File: config.mk
export PLATFORM = sky130hd
export DESIGN_NAME = frac_mult_pipe_flat
export DESIGN_NICKNAME = d
export VERILOG_FILES = /design/src/rtl/fft_pkg.sv /design/src/rtl/frac_mult_pipe_if.sv /design/src/rtl/frac_round_sat.sv /design/src/rtl/frac_mult_pipe.sv /design/src/flat_wrapper.sv
export SDC_FILE = /design/constraint.sdc
export NUM_CORES = 1
export LEC_CHECK = 0
export CAP_MARGIN = 20
export CORE_AREA = 2 2 124 126
export CTS_CLUSTER_DIAMETER = 100
export CTS_CLUSTER_SIZE = 16
export DETAILED_ROUTE_END_ITERATION = 8
export DIE_AREA = 0 0 126 128
export PLACE_DENSITY = 0.8
export SYNTH_ARGS = -nofsm -noshare
export SYNTH_HDL_FRONTEND = slang
export SYNTH_SLANG_ARGS = --single-unit
export TNS_END_PERCENT = 20
File: constraint.sdc
create_clock -name clk -period 6.4 [get_ports clk]
set_input_delay 0.64 -clock clk [delete_from_list [all_inputs] [get_ports clk]]
set_output_delay 0.64 -clock clk [all_outputs]
set_load 0.01 [all_outputs]
File: src/rtl/fft_pkg.sv
// Shared definitions for the FFT datapath blocks.
// Holds the rounding-mode encodings used by frac_mult_pipe and the butterfly.
// No ports: package only.
package fft_pkg;

  // Rounding modes applied when dropping the coefficient's fractional bits.
  // Code 2'b11 is reserved and behaves exactly like MODE_FLOOR.
  typedef enum logic [1:0] {
    MODE_FLOOR     = 2'b00,
    MODE_RHU       = 2'b01,
    MODE_TZERO     = 2'b10,
    MODE_FLOOR_ALT = 2'b11
  } round_mode_e;

endpackage

File: src/rtl/frac_mult_pipe_if.sv
// Handshake bus for frac_mult_pipe.
// Input side : in_valid/in_ready plus in_data, in_coef, in_mode.
// Output side: out_valid/out_ready plus out_data, out_sat.
// modport master is the producer/consumer around the block (e.g. a bench or
// the surrounding datapath); modport slave is the multiplier itself.
interface frac_mult_pipe_if #(
  parameter int DATA_W = 17,
  parameter int COEF_W = 8
);

  logic                     in_valid;
  logic                     in_ready;
  logic signed [DATA_W-1:0] in_data;
  logic signed [COEF_W-1:0] in_coef;
  logic [1:0]               in_mode;
  logic                     out_valid;
  logic                     out_ready;
  logic signed [DATA_W-1:0] out_data;
  logic                     out_sat;

  modport master (
    output in_valid, in_data, in_coef, in_mode, out_ready,
    input  in_ready, out_valid, out_data, out_sat
  );

  modport slave (
    input  in_valid, in_data, in_coef, in_mode, out_ready,
    output in_ready, out_valid, out_data, out_sat
  );

endinterface

File: src/rtl/frac_round_sat.sv
// Combinational rounding and saturation of a full-width signed product.
// Ports:
//   i_prod : signed product, DATA_W+COEF_W bits, FRAC_W fractional bits
//   i_mode : rounding mode (fft_pkg::round_mode_e)
//   o_data : rounded result clamped to DATA_W bits
//   o_sat  : 1 when the rounded value did not fit and was clamped
module frac_round_sat
  import fft_pkg::*;
#(
  parameter int DATA_W = 17,
  parameter int COEF_W = 8,
  parameter int FRAC_W = 7
) (
  input  logic signed [DATA_W+COEF_W-1:0] i_prod,
  input  round_mode_e                     i_mode,
  output logic signed [DATA_W-1:0]        o_data,
  output logic                            o_sat
);

  localparam int PROD_W = DATA_W + COEF_W;
  // One guard bit above the product keeps the bias add from wrapping.
  localparam int EXT_W  = PROD_W + 1;

  localparam logic [EXT_W-1:0] ONE      = {{(EXT_W-1){1'b0}}, 1'b1};
  localparam logic [EXT_W-1:0] RHU_BIAS = ONE << (FRAC_W - 1);
  localparam logic [EXT_W-1:0] TZ_BIAS  = (ONE << FRAC_W) - ONE;

  logic signed [EXT_W-1:0]  w_ext;
  logic signed [EXT_W-1:0]  w_bias;
  logic signed [EXT_W-1:0]  w_sum;
  logic signed [EXT_W-1:0]  w_shift;
  logic [EXT_W-DATA_W:0]    w_hi;
  logic                     w_fits;

  // Bias-then-arithmetic-shift implements all three modes. Truncation toward
  // zero only needs the bias for negative products, which turns the floor of
  // the shift into a ceiling. The result fits when every bit from the DATA_W
  // sign position upward is a copy of the sign.
  always_comb begin
    w_ext  = {i_prod[PROD_W-1], i_prod};
    w_bias = '0;
    case (i_mode)
      MODE_RHU:   w_bias = RHU_BIAS;
      MODE_TZERO: w_bias = i_prod[PROD_W-1] ? TZ_BIAS : '0;
      default:    w_bias = '0;
    endcase
    w_sum   = w_ext + w_bias;
    w_shift = w_sum >>> FRAC_W;
    w_hi    = w_shift[EXT_W-1:DATA_W-1];
    w_fits  = (&w_hi) || !(|w_hi);
    o_sat   = !w_fits;
    if (w_fits) begin
      o_data = w_shift[DATA_W-1:0];
    end else if (w_shift[EXT_W-1]) begin
      o_data = {1'b1, {(DATA_W-1){1'b0}}};
    end else begin
      o_data = {1'b0, {(DATA_W-1){1'b1}}};
    end
  end

endmodule

File: src/rtl/frac_mult_pipe.sv
// Three-stage fractional multiplier: data * coef scaled by 2^-FRAC_W with
// selectable rounding and saturation, valid/ready flow control per stage.
// Ports:
//   clk : rising-edge clock
//   rst : synchronous active-high reset, clears all stage valids
//   bus : frac_mult_pipe_if.slave (in_valid/in_ready/in_data/in_coef/in_mode,
//         out_valid/out_ready/out_data/out_sat)
// Stages: S1 operands+mode, S2 full signed product, S3 rounded result+flag.
module frac_mult_pipe
  import fft_pkg::*;
#(
  parameter int DATA_W = 17,
  parameter int COEF_W = 8,
  parameter int FRAC_W = 7
) (
  input logic           clk,
  input logic           rst,
  frac_mult_pipe_if.slave bus
);

  localparam int PROD_W = DATA_W + COEF_W;

  logic                     r_s1Valid;
  logic signed [DATA_W-1:0] r_s1Data;
  logic signed [COEF_W-1:0] r_s1Coef;
  round_mode_e              r_s1Mode;

  logic                     r_s2Valid;
  logic signed [PROD_W-1:0] r_s2Prod;
  round_mode_e              r_s2Mode;

  logic                     r_s3Valid;
  logic signed [DATA_W-1:0] r_s3Data;
  logic                     r_s3Sat;

  logic                     w_s1Adv;
  logic                     w_s2Adv;
  logic                     w_s3Adv;
  logic signed [PROD_W-1:0] w_prod;
  logic signed [DATA_W-1:0] w_rsData;
  logic                     w_rsSat;

  // A stage may load when it is empty or its contents move on this edge, so
  // bubbles collapse. in_ready depends only on out_ready and the valids.
  always_comb begin
    w_s3Adv = !r_s3Valid || bus.out_ready;
    w_s2Adv = !r_s2Valid || w_s3Adv;
    w_s1Adv = !r_s1Valid || w_s2Adv;
  end

  assign bus.in_ready  = w_s1Adv;
  assign bus.out_valid = r_s3Valid;
  assign bus.out_data  = r_s3Data;
  assign bus.out_sat   = r_s3Sat;

  // Both operands are sign-extended to the full product width first, so the
  // two's-complement multiply is exact without any magnitude conversion.
  assign w_prod = PROD_W'(r_s1Data) * PROD_W'(r_s1Coef);

  // S1 valid flag.
  always_ff @(posedge clk) begin
    if (rst) begin
      r_s1Valid <= 1'b0;
    end else if (w_s1Adv) begin
      r_s1Valid <= bus.in_valid;
    end
  end

  // S1 operands are only captured on an accepted sample.
  always_ff @(posedge clk) begin
    if (w_s1Adv && bus.in_valid) begin
      r_s1Data <= bus.in_data;
      r_s1Coef <= bus.in_coef;
      r_s1Mode <= round_mode_e'(bus.in_mode);
    end
  end

  // S2 valid flag.
  always_ff @(posedge clk) begin
    if (rst) begin
      r_s2Valid <= 1'b0;
    end else if (w_s2Adv) begin
      r_s2Valid <= r_s1Valid;
    end
  end

  // S2 product and mode.
  always_ff @(posedge clk) begin
    if (w_s2Adv && r_s1Valid) begin
      r_s2Prod <= w_prod;
      r_s2Mode <= r_s1Mode;
    end
  end

  frac_round_sat #(
    .DATA_W (DATA_W),
    .COEF_W (COEF_W),
    .FRAC_W (FRAC_W)
  ) u_roundSat (
    .i_prod (r_s2Prod),
    .i_mode (r_s2Mode),
    .o_data (w_rsData),
    .o_sat  (w_rsSat)
  );

  // S3 output register; data and flag keep their last value when a bubble
  // passes through so the bus only changes when a real sample lands.
  always_ff @(posedge clk) begin
    if (rst) begin
      r_s3Valid <= 1'b0;
      r_s3Data  <= '0;
      r_s3Sat   <= 1'b0;
    end else if (w_s3Adv) begin
      r_s3Valid <= r_s2Valid;
      if (r_s2Valid) begin
        r_s3Data <= w_rsData;
        r_s3Sat  <= w_rsSat;
      end
    end
  end

endmodule

File: src/flat_wrapper.sv
// flat-port wrapper written by rule: the top's interface ports become plain ports
module frac_mult_pipe_flat import fft_pkg::*;
#(
  parameter int DATA_W = 17,
  parameter int COEF_W = 8,
  parameter int FRAC_W = 7
)
  (clk, rst, bus_in_valid, bus_in_data, bus_in_coef, bus_in_mode, bus_out_ready, bus_in_ready, bus_out_valid, bus_out_data, bus_out_sat);
  frac_mult_pipe_if #(.DATA_W(DATA_W), .COEF_W(COEF_W)) bus_i ();
  input logic clk;
  input logic rst;
  input wire logic [$bits(bus_i.in_valid)-1:0] bus_in_valid;
  input wire logic [$bits(bus_i.in_data)-1:0] bus_in_data;
  input wire logic [$bits(bus_i.in_coef)-1:0] bus_in_coef;
  input wire logic [$bits(bus_i.in_mode)-1:0] bus_in_mode;
  input wire logic [$bits(bus_i.out_ready)-1:0] bus_out_ready;
  output wire logic [$bits(bus_i.in_ready)-1:0] bus_in_ready;
  output wire logic [$bits(bus_i.out_valid)-1:0] bus_out_valid;
  output wire logic [$bits(bus_i.out_data)-1:0] bus_out_data;
  output wire logic [$bits(bus_i.out_sat)-1:0] bus_out_sat;
  assign bus_i.in_valid = bus_in_valid;
  assign bus_i.in_data = bus_in_data;
  assign bus_i.in_coef = bus_in_coef;
  assign bus_i.in_mode = bus_in_mode;
  assign bus_i.out_ready = bus_out_ready;
  assign bus_in_ready = bus_i.in_ready;
  assign bus_out_valid = bus_i.out_valid;
  assign bus_out_data = bus_i.out_data;
  assign bus_out_sat = bus_i.out_sat;
  frac_mult_pipe #(.DATA_W(DATA_W), .COEF_W(COEF_W), .FRAC_W(FRAC_W)) u_core (.clk(clk), .rst(rst), .bus(bus_i));
endmodule
==> impl_metrics.tcl <==
set metrics [dict create \
    outcome "finished clean" \
    final_critical_path_setup_slack_ns 1.08 \
    timing.final.crit_share_pct 83.2 \
    setup-violations-final 0 \
    first_iter_violations 274 \
    grt_use_total_pct 20.1 \
    vdd_ir_drop_max_uv 253 \
    cts.repair_timing.setup_buffer_count 0 \
    cts_inserted_buffers 9 \
    ant_nets 0 \
    max_cap_violations 0 \
    synth_cell_type_count 61 \
    hp-class "reg -> reg" \
    routed_via_density 5.20 \
    ctsRootBufferMaster "clkbuf_16" \
    clockBufferDepth 2 \
    pin_count_of_the_biggest_net_entering_global_routing 28 \
    yosysTopAreaCellShare_pct 27.3 \
    post_synth.cell_area_avg_um2 10.1 \
    setup-tns-final_ns 0 \
    wl_per_cell_um 14.3 \
    synth_warnings 0 \
    rr_worst_depth 15 \
    leak_nw 3.98 \
    detailedRoute.firstPassIterationCount 4 \
    synth-seq-cells 75 \
    final-hold-violation-count 0 \
    skew_ns 0.0116 \
    core_utilization_of_the_finished_layout_pct 60.3 \
    cp.required_ns 6.50 \
    post-place-ws_ns 1.15 \
    power_density_mw_per_mm2 488 \
    place_inst 1010 \
    die-width_um 126 \
    number_of_antenna_violations_at_the_first_check_in_global_routing 0 \
    drt_total_wl_mm 14.7 \
    clk_latency_ns 0.35 \
    multi_input_comb_area_mm2 0.00528 \
    start_point_of_the_worst_min_delay_path "u_core.r_s1Mode[1]" \
    synth_cells 787 \
    worst-endpoint-arrival_ns 5.42 \
    timing.critical_path.slowest_stage_cell "fa_1" \
    floorplan.initialDensity_pct 53.7 \
    critical_path_cell_by_cell "inv_1 > nor2_1 > fa_1 > fa_1 > fa_1 > inv_1 > fa_1 > inv_1 > ha_1 > o21ai_0 > a21oi_1 > o221ai_1 > a2111oi_4 > a41oi_1 > xnor2_1" \
    tightest_slew_ns 1.00 \
    yosysMostFrequentCell "inv_1" \
    number_of_pins_exceeding_their_max_slew_limit_in_the_final_report 0 \
    first_pass_grt_wire_length_mm 26.1 \
    areaGrowthSynthToFinish_pct 12.3 \
    ys_dominant_reg_cell "edfxtp_1" \
    drc 0 \
    synth.cells.most_frequent "inv_1 (162), fa_1 (109), and2_1 (99), ha_1 (55), edfxtp_1 (54)" \
    timing_worst_setup_path_type "reg -> reg" \
    grt_setup_unrepaired "false" \
    seq_area_mm2 0.00204 \
    syn-cell-area_mm2 0.00799 \
    achievable-frequency_ghz 0.188 \
    io-pin-count 51 \
    cp_max_fo 16 \
    hold_buffers 0 \
    dp.final_hpwl_mm 11.8 \
    timing.critical_path.slowest_cell_delay_ns 0.54 \
    tritoncts "yes" \
    slew_headroom_pct 33.3 \
    diodes 0 \
    total_of_fill_cells_in_the_finished_design 1224 \
    seq_area_frac_synth_pct 25.6 \
    num_rows 45 \
    reg2reg_to "u_core.r_s2Prod[23]" \
    finalNonFillerCells 1026 \
    gp_congestion 0.864 \
    yosys.area.top_type "fa_1" \
    first_global_vias 5470 \
    cp_launch_type "register" \
    hold_path_depth 0 \
    design.die.area_mm2 0.0161 \
    fraction_of_layout_instances_using_a_drive_strength_above_1_pct 5.25 \
    globalRouteOverflowTotal 0 \
    die_height_um 128 \
    fin_nets 1028 \
    most_prevalent_standard_cell_on_the_critical_path "fa_1" \
    p_total_mw 4.38 \
    synth_area_leaders "fa_1 (27%), edfxtp_1 (20%), ha_1 (8.6%), and2_1 (7.8%), inv_1 (7.6%)" \
    core-area_mm2 0.0149 \
    post_cts.resized_instances 0 \
    type_of_element_capturing_the_critical_path "register" \
    cts_htree_levels 3 \
    count_of_clock_tree_sinks 75 \
    r2r-start "u_core.r_s1Coef[7]" \
    numPortBuffers 50 \
    detailroute.via_count 5333 \
    r2r_setup_slack_ns 1.08 \
    asyncSetResetFlopFracSynth_pct 0 \
    min_delay_worst_endpoint "u_core.r_s2Mode[1]" \
    synth-edff-count 54 \
    synth_fp_nets 982 \
    path_clk_slew_ns 0.06 \
    fin_crit_ns 5.32 \
]
==> layout make-up <==
| cell class | count | share of cell area, % |
|---|---|---|
| multi-input cells | 533 | 58.8 |
| inverters | 162 | 6.78 |
| clock buffers | 9 | 2.51 |
| clock inverters | 7 | 0.739 |
| flip-flops and latches | 75 | 22.8 |
| repair buffers | 52 | 5.75 |
| well taps | 188 | 2.62 |
==> cell usage in the layout (no fill, tap or decap), drive strengths merged, types with 3 or more instances in the layout <==
cell type      instances
a211oi                19
o311ai                 4
maj3                   3
nor2                  47
a21oi                 18
fa                   109
xnor2                 21
xor2                  10
nor3                   7
a21o                   7
or2                    3
edfxtp                54
clkdlybuf4s50         50
ha                    55
nand2                 41
nand4                  5
dfxtp                 21
clkbuf                 9
nand2b                 8
a31o                   3
and2                  99
o21a                   6
a221oi                 4
o211ai                 6
inv                  167
nor2b                  7
and4                   4
and3                   4
o21ai                  9
a21boi                 4
nand3                  9
==> where the power goes <==
part | switching [mW] | internal (mW) | total [mW]
clock | 0.228 | 0.272 | 0.500
sequential | 0.109 | 0.775 | 0.884
combinational | 1.67 | 1.32 | 2.99
total | 2.01 | 2.37 | 4.38
==> critical path, delay by kind of cell, from the launching register on <==
kind,cells,cell delay [ns]
fa+ha+maj,5,2.48
flops,1,0.42
simple gates,1,0.14
buf+inv,3,0.50
xor+xnor,1,0.16
compound gates,5,1.35
==> routing by layer <==
layer | track usage [%] | part of all wire [%]
met1 | 27.3 | 46
met2 | 33.4 | 48
met4 | 5.17 | 1.1
met3 | 3.92 | 5.0
met5 | 0 | 0
==> stage by stage <==
stage	cell area, um^2	hold WS [ns]
floorplan	7990	0.400
global placement	8680	0.404
detailed placement	8680	0.405
CTS	8970	0.415
global route	8970	0.426
finish	8970	0.415
==> sequential cells by signal (all words and copies together) (netlist names) <==
name / count
u_core.bus.out_valid: 1
u_core.r_s1Coef: 8
u_core.r_s2Mode: 2
u_core.bus.out_data: 17
u_core.r_s2Valid: 1
u_core.r_s1Mode: 2
u_core.r_s1Valid: 1
u_core.r_s2Prod: 25
u_core.r_s1Data: 17
u_core.bus.out_sat: 1
==> how the worst max path moves through the flow <==
stage                             startpoint                   to  slack, ns  cells past startpoint
after floorplan           u_core.r_s1Coef[7]  u_core.r_s2Prod[19]       1.45                     16
after global placement    u_core.r_s1Coef[7]  u_core.r_s2Prod[23]       1.30                     15
after detailed placement  u_core.r_s1Coef[7]  u_core.r_s2Prod[23]       1.15                     15
after CTS                 u_core.r_s1Coef[7]  u_core.r_s2Prod[23]       1.13                     15
after global routing      u_core.r_s1Coef[7]  u_core.r_s2Prod[23]       0.77                     15
final                     u_core.r_s1Coef[7]  u_core.r_s2Prod[23]       1.08                     15
==> logic make-up (layout without fill, tap and decap cells) <==
group                    count (synthesis)  after routing  synth area share, %
AND/OR/NAND/NOR                        241            241                 16.2
adder cells (fa/ha/maj)                167            167                 36.3
flip-flops                              75             75                 25.6
XOR/XNOR                                31             31                 3.40
AO/OA/AOI/OAI                           93             93                 9.79
multiplexers                             1              1                0.125
buffers and inverters                  179            230                 8.62
(Power assumes the default switching activity.)
